--- src/rtl/vector_fetch.sv ---
// vector_fetch: streams VECTOR_WIDTH-element vector pairs from two memories to a dot-product stage.
// Define VECTOR_FETCH_TIMEOUT_EN to add an 8-bit WAIT_RESULT watchdog that drives timeout_err.
//
// state       | meaning
// ------------+---------------------------------------------------------
// S_IDLE      | waiting for start; start with vec_count=0 goes to S_DONE
// S_READ      | one read enable per cycle, VECTOR_WIDTH cycles per vector
// S_DRAIN     | one cycle while the last read returns
// S_WAIT      | waiting for result_done from the dot-product stage
// S_DONE      | one-cycle done pulse, then back to S_IDLE
module vector_fetch #(
   parameter int DATA_WIDTH   = 8,
   parameter int VECTOR_WIDTH = 4,
   parameter int ADDR_WIDTH   = 5
) (
   input  logic                  clk,
   input  logic                  rst,
   input  logic                  start,
   input  logic [ADDR_WIDTH-1:0] base_addr,
   input  logic [ADDR_WIDTH-1:0] vec_count,
   output logic                  mem1_en,
   output logic                  mem2_en,
   output logic [ADDR_WIDTH-1:0] mem1_addr,
   output logic [ADDR_WIDTH-1:0] mem2_addr,
   input  logic [DATA_WIDTH-1:0] mem1_rdata,
   input  logic [DATA_WIDTH-1:0] mem2_rdata,
   output logic [DATA_WIDTH-1:0] mem1_output,
   output logic [DATA_WIDTH-1:0] mem2_output,
   output logic                  data_valid,
   input  logic                  result_done,
   output logic                  busy,
   output logic                  done,
   output logic                  timeout_err
);
   localparam int EW = (VECTOR_WIDTH > 1) ? $clog2(VECTOR_WIDTH) : 1;
   localparam logic [EW-1:0]         E_LAST = EW'(VECTOR_WIDTH - 1);
   localparam logic [EW-1:0]         E_ONE  = EW'(1);
   localparam logic [ADDR_WIDTH-1:0] A_ONE  = ADDR_WIDTH'(1);
   localparam logic [ADDR_WIDTH-1:0] A_ZERO = '0;

   typedef enum logic [2:0] {S_IDLE, S_READ, S_DRAIN, S_WAIT, S_DONE} state_t;

   state_t                state_q, state_d;
   logic [ADDR_WIDTH-1:0] addr_q, addr_d;
   logic [ADDR_WIDTH-1:0] vec_cnt_q, vec_cnt_d;
   logic [ADDR_WIDTH-1:0] vec_idx_q, vec_idx_d;
   logic [ADDR_WIDTH-1:0] vec_idx_inc;
   logic [EW-1:0]         elem_q, elem_d;
   logic                  rd_pend_q, rd_pend_d;
   logic                  valid_q, valid_d;
   logic [DATA_WIDTH-1:0] out1_q, out1_d;
   logic [DATA_WIDTH-1:0] out2_q, out2_d;
   logic                  result_ack;
`ifdef VECTOR_FETCH_TIMEOUT_EN
   logic [7:0]            wd_q, wd_d;
   logic                  timeout_q, timeout_d;
`endif

   always_comb begin
      state_d     = state_q;
      addr_d      = addr_q;
      vec_cnt_d   = vec_cnt_q;
      vec_idx_d   = vec_idx_q;
      elem_d      = elem_q;
      rd_pend_d   = (state_q == S_READ);
      valid_d     = rd_pend_q;
      out1_d      = rd_pend_q ? mem1_rdata : out1_q;
      out2_d      = rd_pend_q ? mem2_rdata : out2_q;
      vec_idx_inc = vec_idx_q + A_ONE;
      // A result_done landing with the final beat belongs to no finished vector yet.
      result_ack  = (state_q == S_WAIT) && result_done && !valid_q;
`ifdef VECTOR_FETCH_TIMEOUT_EN
      wd_d        = wd_q;
      timeout_d   = timeout_q;
`endif
      case (state_q)
         S_IDLE: begin
            if (start) begin
`ifdef VECTOR_FETCH_TIMEOUT_EN
               timeout_d = 1'b0;
`endif
               if (vec_count != A_ZERO) begin
                  addr_d    = base_addr;
                  vec_cnt_d = vec_count;
                  vec_idx_d = A_ZERO;
                  elem_d    = '0;
                  state_d   = S_READ;
               end else begin
                  state_d = S_DONE;
               end
            end
         end
         S_READ: begin
            addr_d = addr_q + A_ONE;
            if (elem_q == E_LAST) begin
               elem_d  = '0;
               state_d = S_DRAIN;
            end else begin
               elem_d = elem_q + E_ONE;
            end
         end
         S_DRAIN: begin
`ifdef VECTOR_FETCH_TIMEOUT_EN
            wd_d = 8'd0;
`endif
            state_d = S_WAIT;
         end
         S_WAIT: begin
            if (result_ack) begin
               vec_idx_d = vec_idx_inc;
               state_d   = (vec_idx_inc == vec_cnt_q) ? S_DONE : S_READ;
            end
`ifdef VECTOR_FETCH_TIMEOUT_EN
            else if (wd_q == 8'd254) begin
               timeout_d = 1'b1;
               state_d   = S_DONE;
            end else begin
               wd_d = wd_q + 8'd1;
            end
`endif
         end
         S_DONE:  state_d = S_IDLE;
         default: state_d = S_IDLE;
      endcase
   end

   always_ff @(posedge clk) begin
      if (rst) begin
         state_q   <= S_IDLE;
         addr_q    <= '0;
         vec_cnt_q <= '0;
         vec_idx_q <= '0;
         elem_q    <= '0;
         rd_pend_q <= 1'b0;
         valid_q   <= 1'b0;
         out1_q    <= '0;
         out2_q    <= '0;
`ifdef VECTOR_FETCH_TIMEOUT_EN
         wd_q      <= '0;
         timeout_q <= 1'b0;
`endif
      end else begin
         state_q   <= state_d;
         addr_q    <= addr_d;
         vec_cnt_q <= vec_cnt_d;
         vec_idx_q <= vec_idx_d;
         elem_q    <= elem_d;
         rd_pend_q <= rd_pend_d;
         valid_q   <= valid_d;
         out1_q    <= out1_d;
         out2_q    <= out2_d;
`ifdef VECTOR_FETCH_TIMEOUT_EN
         wd_q      <= wd_d;
         timeout_q <= timeout_d;
`endif
      end
   end

   assign mem1_en     = (state_q == S_READ);
   assign mem2_en     = (state_q == S_READ);
   assign mem1_addr   = addr_q;
   assign mem2_addr   = addr_q;
   assign mem1_output = out1_q;
   assign mem2_output = out2_q;
   assign data_valid  = valid_q;
   assign busy        = (state_q != S_IDLE);
   assign done        = (state_q == S_DONE);
`ifdef VECTOR_FETCH_TIMEOUT_EN
   assign timeout_err = timeout_q;
`else
   assign timeout_err = 1'b0;
`endif

endmodule
--- config.mk ---
export PLATFORM = sky130hd
export DESIGN_NAME = vector_fetch
export DESIGN_NICKNAME = d
export VERILOG_FILES = /design/src/rtl/vector_fetch.sv
export SDC_FILE = /design/constraint.sdc
export NUM_CORES = 1
export LEC_CHECK = 0
export ABC_AREA = 1
export BUFFER_PORTS_ARGS = -buffer_cell sky130_fd_sc_hd__buf_2
export CORE_ASPECT_RATIO = 1.25
export CORE_MARGIN = 5
export CORE_UTILIZATION = 40
export DETAILED_ROUTE_END_ITERATION = 8
export PLACE_DENSITY = 0.73
export SYNTH_ARGS = -nofsm -noshare
export SYNTH_HDL_FRONTEND = slang
export SYNTH_SLANG_ARGS = --single-unit
export TNS_END_PERCENT = 5
--- constraint.sdc ---
create_clock -name clk -period 1.8 [get_ports clk]
set_input_delay 0.18 -clock clk [delete_from_list [all_inputs] [get_ports clk]]
set_output_delay 0.18 -clock clk [all_outputs]
set_load 0.03 [all_outputs]
# Word level (Yosys, flattened, before mapping)

Cells that the tools add are included.

Bits in registers: 38
Input bits: 30
ROM bits: 0
Word-level logic and storage cells: 51
Output and inout bits: 32
Memories: 0
Memory bits (writable): 0
Bits in latches: 0

Multiply operators: 0
Shift operators: 0
Reduce and logical (&&, ||, !) cells: 12
Eq/ne operators: 10
Muxes and demuxes: 17
Order comparisons: 0
Bitwise operators: 0
$add $sub $neg: 3
Divide/modulo/power cells: 0

Operators with widths:

| operator                                                               | count |
|---|---|
| 5-bit 2-to-1 mux                                                       | 5 |
| 5-bit case mux with 2 select lines                                     | 2 |
| 3-bit 2-to-1 mux                                                       | 5 |
| 3-bit case mux with 4 select lines                                     | 1 |
| 5-bit by 1-bit adder with 5-bit output (second input constant)         | 2 |
| 3-bit AND reduction                                                    | 3 |
| 3-bit by 2-bit equality test with 1-bit output (second input constant) | 2 |
| 2-bit 2-to-1 mux                                                       | 3 |
| 2-bit != test (second input constant)                                  | 3 |
| 5-bit equality test                                                    | 1 |
| 5-bit nonzero test                                                     | 1 |
| 2-bit case mux with 2 select lines                                     | 1 |
| 4-bit AND reduction                                                    | 1 |
| 2-bit nonzero test                                                     | 2 |
| 3-bit by 1-bit equality test with 1-bit output (second input constant) | 1 |
| 3-bit equality test (second input constant)                            | 1 |
| 3-bit zero test                                                        | 1 |
| 3-bit nonzero test                                                     | 1 |
| 2-bit by 1-bit adder with 2-bit output (second input constant)         | 1 |
| 2-bit equality test (second input constant)                            | 1 |
| 1-bit logical AND                                                      | 2 |
| 2-bit by 1-bit != test with 1-bit output (second input constant)       | 1 |
| 1-bit zero test                                                        | 1 |

# Depth between registers and ports, before layout

Gate-level depths: netlist (run 1).

Depth after elaboration: 5
Gate-level depth with buffers: 12
Depth with buffers taken out: 12

# Least setup slack after synthesis (run 1)

No wires, ideal clock.

Path type: register to register
Start: register state_q[0]
End: register addr_q[0] (netlist: mem1_addr[0])
Arrival time: 1.302 ns
Slack: 0.380 ns
Buffers on the path: 1
Library setup time: 0.119 ns
Required time: 1.681 ns
Stages on the path, launching flop included: 7
Period minus slack after synthesis: 1.420 ns
Cells stage by stage: dfxtp_1 -> inv_1 -> nor2_4 -> inv_2 -> buf_6 -> a211oi_1 -> nor2_1

Longest elaborated chain between the ends: 3
Elaborated cells between the ends (all ways): 7
Classes of those cells: eq/ne: 3; mux: 1; reduce/logical: 3

RTL lines:

| item                                               | line | text |
|---|---|---|
| start: declaration                                 | 43   | `state_t state_q, state_d;` |
| start signal: assignment                           | 143  | `state_q <= state_d;` |
| 3-bit by 1-bit equality test with 1-bit output (*) | --   |  |
| net mem1_en                                        | 21   | `output logic mem1_en,` |
| 2-bit nonzero test (no line)                       | --   |  |
| 3-bit AND reduction (no line)                      | --   |  |
| end signal: assignment                             | 144  | `addr_q <= addr_d;` |
| end: declaration                                   | 44   | `logic [ADDR_WIDTH-1:0] addr_q, addr_d;` |

Mark *: on every way through the listed nets, which the timed path passes. The rest lies on a longest branch.
A chain may end at the register's enable or synchronous reset.

# Final worst setup path (run 1)

Start: register state_q[1]
End: register addr_q[4] (netlist: mem1_addr[4])

Longest elaborated chain between the ends: 3
Elaborated cells between the ends (all ways): 7
Classes of those cells: eq/ne: 3; mux: 1; reduce/logical: 3

RTL lines:

| item                                                                              | line | text |
|---|---|---|
| 3-bit zero test or 3-bit by 1-bit equality test with 1-bit output (tied branches) | 76   | `case (state_q)` |
| 2-bit != test (no line) or 2-bit nonzero test (tied branches)                     | --   |  |
| 3-bit AND reduction (no line)                                                     | --   |  |

Parallel ways exist; a longest one is shown, timed or not.

==> summary.txt, run 1 <==
Outcome
  – Status: complete, no violations

Clock network
  – Clock Latency Late Sink: just under 0.3 ns
  – CTS clock-pin slew for the worst setup and hold paths: 0.08 ns
  – CTS buffer count: 5
  – Post-CTS Setup Inserts: 0
  – Cts hold-fix bufs: 0
  – Clk sink count: 38
  – PostCTS Resize Cnt: 0
  – CTS Root Cell: clkbuf_8
  – Bufs on Longest Clock Path: 2
  – CTS tree: yes
  – # H-tree levels: 2

Routing
  – DRT Pass-1 Iters: 4
  – Iteration-0 DRC Markers: 100
  – # DRC: 0
  – DR WL/cell: 11.49 µm
  – Post-Route WL: 4136 µm
  – Post-DRT Antenna Nets: 0
  – Vias: around 1700
  – Via/cell ratio: 4.781

Critical path
  – R2R cell count: 8
  – Arrival @ worst endpoint: 1.74 ns
  – R2r endpoint: mem1_addr[4]
  – CP Class: reg2reg
  – Worst setup EP type: flop
  – R2R setup slack: between 0.2 and 0.25 ns
  – WP data required: between 1.5 and 2 ns
  – Critical path origin: state_q[1]
  – FF-to-FF Start: state_q[1]
  – Crit-path max FO: 7
  – Critical path endpoint: mem1_addr[4]
  – Startpoint types: flop

Timing
  – Period utilisation layout: 86.74%
  – Pins Over Slew Limit: 0
  – Final setup vio count: 0
  – Setup TNS: 0 ns
  – Worst clock skew: 0.003596 ns
  – Fin. Hold Viols: 0
  – RSZ-0062 raised after global routing: no
  – Fmax: about 0.64 GHz
  – Crit path time final: between 1.5 and 2 ns

Logic synthesis
  – Average size of a mapped cell: 7.380 µm²
  – Post-synth cell types: 33
  – Post-Syn Instances: 245
  – Net Count, Synth: 278
  – Post-synthesis sequential area ratio: 42.08%
  – Synthesized area: 1808 µm²
  – Post-synthesis register bit count: 38
  – Synth warn: 0

Layout
  – Fin util: between 50% and 60%
  – Multi-input gate area: slightly below 900 µm²
  – P&R area growth vs syn: 26.16%
  – Seq. cell area: 760.7 µm²
  – Final Non-Filler Cells: 360
  – Nets@finish: 334
  – Ratio of cells with drive above 1 in the final layout: 29.80%
  – Fill cells: 455
  – N_diodes: 0

Pwr
  – Sequential Power Share: 33.4%
  – P_leak: ~1.1 nW
  – Max VDD drop: 0.8711 mV
  – Logic pwr share: 43.4%
  – Final Total Pwr: 3.839 mW
  – Int Pwr: 2.200 mW
  – Cell area power density: 1683 nW/µm²
  – Sw Ratio: 42.70%
  – Clk pwr share: 23.1%
  – Net Switching: 1.639 mW

Placement
  – Port bufs: 60
  – DP HPWL: 3131 µm
  – Gpl congestion: between 0.8 and 0.9
  – Placed insts: 352

Min path
  – Hold Crit Class: in2reg

Run
  – Max Cap Viol: 0

Floorplan
  – Starting Density: 41.17%
  – Die H: 85.17 µm
  – Row cnt: 27
  – Core area: ~4400 µm²
  – # IOs: 62
  – Die Span X: about 70 µm
  – Die area: 5973 µm²

GRT
  – First-pass GRT wire length: 7155 µm
  – Vias in the first global route: 1705
  – Largest net degree at the start of global routing: 22
  – Initial antenna violation count: 0
  – Aggregate global routing overflow: 0
  – Gr usage total: 14.53%
[synth_stat cells (all sizes together)]
master / instances / share of area, %
nand4: 3 / 1.9
inv: 23 / 4.9
a21oi: 20 / 6.0
conb: 1 / 0.21
o211ai: 1 / 0.42
nand3: 11 / 4.3
nand3b: 1 / 1.1
ha: 3 / 2.1
dfxtp: 38 / 42
a211oi: 2 / 0.83
or2: 1 / 0.35
a31oi: 2 / 0.69
clkbuf: 5 / 1.0
nand2: 35 / 7.8
clkinv: 1 / 0.21
nor3: 3 / 0.83
nor2: 52 / 12
a21o: 1 / 0.42
buf: 8 / 3.5
o21ai: 34 / 9.6
[through the flow]
stage / worst slack [ns] / hold WS [ns] / area (µm²)
after global placement: 0.2823 / 0.4035 / 2126
after CTS: 0.2344 / 0.1045 / 2268
after floorplan: 0.3795 / 0.3149 / 1808
after global routing: 0.03107 / 0.1236 / 2281
after detailed placement: 0.2362 / 0.4132 / 2126
final: 0.2387 / 0.1091 / 2281
[power groups by stage]
stage               sequential (mW)  combinational, mW  clock (mW)
global route                   1.32               1.87       0.938
detailed placement             1.29               1.67           0
global placement               1.29               1.65           0
floorplan                      1.53               1.09           0
CTS                            1.28               1.67       0.907
finish                         1.28               1.67       0.889
[per-layer routing]
metal	share of wire [%]	global-route usage, %	vias up
met5	0	0	-
met4	1.2	5.749	0
met3	5.4	3.081	4
met2	48	25.62	52
met1	45	17.06	761
li1	-	-	904
[sequential cells by signal, indices dropped and copies added, names as in the netlist]
name         cells
state_q          3
rd_pend_q        1
data_valid       1
elem_q           2
mem2_output      8
mem1_addr        5
mem1_output      8
vec_cnt_q        5
vec_idx_q        5
[kinds of logic after synthesis]
family	Yosys count	share of synthesized area, %
AND/OR/NAND/NOR	106	28.03
AO/OA/AOI/OAI	60	17.92
other	1	0.2074
adder cells (fa/ha/maj)	3	2.076
buffers and inverters	37	9.688
flip-flops	38	42.08
[placed cells by master (no fill, tap or decap), types with 2 or more instances in the layout]
master	count
ha_1	2
a211oi_1	2
bufinv_16	2
dfxtp_1	38
o21ai_0	31
nand4_1	2
nand3_2	2
buf_2	60
a21oi_1	18
nor3_1	3
clkbuf_8	6
a21oi_2	2
nor2_1	49
a31oi_1	2
inv_1	18
nor2_4	2
nand3_1	8
inv_2	4
o21ai_1	2
nand2_1	33
[how the worst min path moves through the flow]
stage	startpoint	end	cells after the start
finish	mem2_rdata[2]	mem2_output[2]	3
global route	mem2_rdata[1]	mem2_output[1]	3
CTS	mem2_rdata[2]	mem2_output[2]	3
detailed placement	mem2_rdata[5]	mem2_output[5]	3
global placement	mem2_rdata[7]	mem2_output[7]	3
floorplan	mem1_rdata[0]	mem1_output[0]	2
[final cells by class]
class / count / area share, %
multi-input combinational: 170 / 38.78
sequential: 38 / 33.35
timing repair buffer: 62 / 14.37
inverter: 24 / 4.059
clock buffer: 6 / 3.620
tap: 58 / 3.182
clock inverter: 2 / 2.633
[critical path, cell delays in order, from the launching register on]
cell and delay [ns]:
dfxtp_1 0.36, nor2_2 0.15, inv_2 0.08, nor2_4 0.18, nand3_2 0.16, nand3_2 0.17
inv_2 0.09, o21ai_0 0.19, a21oi_1 0.06
Note: power is estimated with default switching activity, not from simulation.
==> inputs of run 2 (changes only) <==
BUFFER_PORTS_ARGS = default   (was -buffer_cell sky130_fd_sc_hd__buf_2)
DONT_BUFFER_PORTS = 1   (was default)
GPL_ROUTABILITY_DRIVEN = 0   (was default)
PLACE_DENSITY = 0.61   (was 0.73)
clock period = 1.55 ns   (was 1.8 ns; I/O delays follow)
==> summary.txt, run 2 (synthesis results as in run 1) <==
GRT
  – Vias in the first global route: 1538 (-9.8%)
  – Initial antenna violation count: 0 (unchanged)
  – Aggregate global routing overflow: 0 (unchanged)
  – Largest net degree at the start of global routing: 18 (-18%)
  – Gr usage total: 15.05% (+0.52 points)
  – First-pass GRT wire length: 7203 µm (+0.67%)

Layout
  – N_diodes: 0 (unchanged)
  – Most frequent cells in the layout: 49 x nor2_1, 35 x dfxtp_1, 33 x nand2_1, 30 x o21ai_0
  – Most common cell after layout, fill and taps aside: nor2_1
  – Final Non-Filler Cells: 327 (-9.2%)
  – Ratio of cells with drive above 1 in the final layout: 18.96% (-11 points)
  – P&R area growth vs syn: 22.49%
  – Fin util: 50.43% (-1.5 points)
  – Nets@finish: 301 (-9.9%)

Clock network
  – # H-tree levels: 2 (unchanged)
  – CTS clock-pin slew for the worst setup and hold paths: 0.07 ns (about the same)
  – CTS buffer count: 5 (unchanged)
  – CTS Root Cell: clkbuf_8
  – Bufs on Longest Clock Path: 2 (unchanged)
  – Clock Latency Late Sink: 0.29 ns (about the same)
  – Clk sink count: 38 (unchanged)
  – CTS tree: yes

Timing
  – Pins Over Slew Limit: 0 (unchanged)
  – Worst clock skew: 0.005397 ns (+0.001802 ns)
  – Fin. Hold Viols: 0 (unchanged)
  – Setup TNS: 0 ns (unchanged)
  – Fmax: 0.6803 GHz
  – Final setup vio count: 0 (unchanged)
  – RSZ-0062 raised after global routing: yes
  – Setup ws final: 0.08016 ns (-0.1586 ns)
  – Period utilisation layout: 94.83%
  – Crit path time final: 1.470 ns

Placement
  – Placement Setup Slack: 0.05834 ns (-0.1779 ns)
  – DP HPWL: 3065 µm (-2.1%)
  – Placed insts: 307 (-13%)
  – Port bufs: 0 (-100%)

Routing
  – DR WL/cell: 12.94 µm (+13%)
  – Post-DRT Antenna Nets: 0 (unchanged)
  – # DRC: 0 (unchanged)
  – DRT Pass-1 Iters: 4 (unchanged)
  – Vias: 1598 (-7.1%)
  – Post-Route WL: 4233 µm (+2.3%)
  – Via/cell ratio: 4.887 (+2.2%)
  – Iteration-0 DRC Markers: 54 (-46%)

Floorplan
  – Die Span X: 70.13 µm (unchanged)
  – Starting Density: 41.17% (unchanged)
  – Core area: 4392 µm² (unchanged)
  – Die H: 85.17 µm (unchanged)
  – Row cnt: 27 (unchanged)
  – # IOs: 62 (unchanged)
  – Die area: 5973 µm² (unchanged)

Critical path
  – Critical path, cell by cell: nor2_2, inv_2, nor2_4, buf_6, buf_4
  – R2r endpoint: state_q[0]
  – Worst path slowest cell: dfxtp_1
  – FF-to-FF Start: vec_idx_q[1]
  – Critical path origin: state_q[2]
  – WP data required: 1.39 ns (-0.59 ns)
  – Arrival @ worst endpoint: 1.31 ns (-0.43 ns)
  – CP Class: reg2out
  – Slowest stage delay, CP: 0.33 ns (-0.03 ns)
  – R2R setup slack: 0.10 ns (-0.14 ns)
  – Startpoint types: flop
  – R2R cell count: 12 (+4)
  – Worst setup EP type: output port
  – Crit-path max FO: 7 (unchanged)

Min path
  – Hold Path Cell Cnt: 2 (-1)
  – Hold Crit Class: in2reg
  – Hold Crit Start: mem1_rdata[5]
  – WHS Endpoint: mem1_output[5]

Pwr
  – Cell area power density: 2012 nW/µm² (+20%)
  – P_leak: 0.9726 nW (-13%)
  – Max VDD drop: 1.080 mV (+24%)
  – Final Total Pwr: 4.457 mW (+16%)

Outcome
  – Status: complete, no violations

Run
  – Max Cap Viol: 0 (unchanged)
-- run 2: cell count changes in the layout (fill, tap and decap cells not counted), moves of 2 or more --
cell	change
dfxtp_2	+2
buf_4	+15
dlygate4sd3_1	+12
buf_2	-60
dfxtp_1	-3
-- run 2: timing repair --
| action | in CTS | in global routing |
|---|---|---|
| hold buffers | 12 | 0 |
| buffers inserted | 0 | 0 |
| endpoints found under the setup margin | 1 | 6 |
| gates resized for setup | 1 | 10 |
| endpoints found under the hold margin | 21 | 0 |
-- run 2: metrics by stage --
stage / hold WS, ns / instance area, µm²
after global routing: 0.005900 / 2215
final: 0.01113 / 2215
after global placement: 0.2196 / 1926
after floorplan: 0.2899 / 1808
after CTS: 0.001480 / 2185
after detailed placement: 0.2225 / 1926
-- run 2: critical path, delay by kind of cell (launching register included) --
kind          cells  cell delay (ns)
flops             1             0.33
buf+inv           3             0.42
simple gates      2             0.27
-- run 2: how the worst max path moves through the flow --
stage                   end  slack [ns]
4_1_cts             mem2_en        0.02
5_1_grt             mem2_en      -0.002
6_report            mem2_en        0.08
2_1_floorplan  mem1_addr[0]        0.13
3_5_place_dp     state_q[2]        0.06
3_3_place_gp     state_q[2]        0.11
-- run 2: layer usage --
metal  wire (µm)  GRT usage (%)  vias to the layer above
met5           0              0                        -
met4          38          5.575                        0
met3         309          5.569                        4
met2        2108          25.11                       49
met1        1777          17.58                      706
li1            -              -                      839
-- run 2: report_power, final --
part / total (mW) / internal, mW / leakage (nW) / switching (mW)
registers: 1.68 / 1.26 / 0.313 / 0.423
logic: 1.78 / 0.631 / 0.591 / 1.15
clock network: 0.996 / 0.645 / 0.0683 / 0.351
-- run 2: final cells by class --
cell class	count	area [µm²]
fill	440	2177
sequential	38	767.0
multi-input combinational	170	893.4
clock buffer	5	68.82
tap	58	72.57
clock inverter	3	68.82
timing repair buffer	29	251.5
inverter	24	92.59
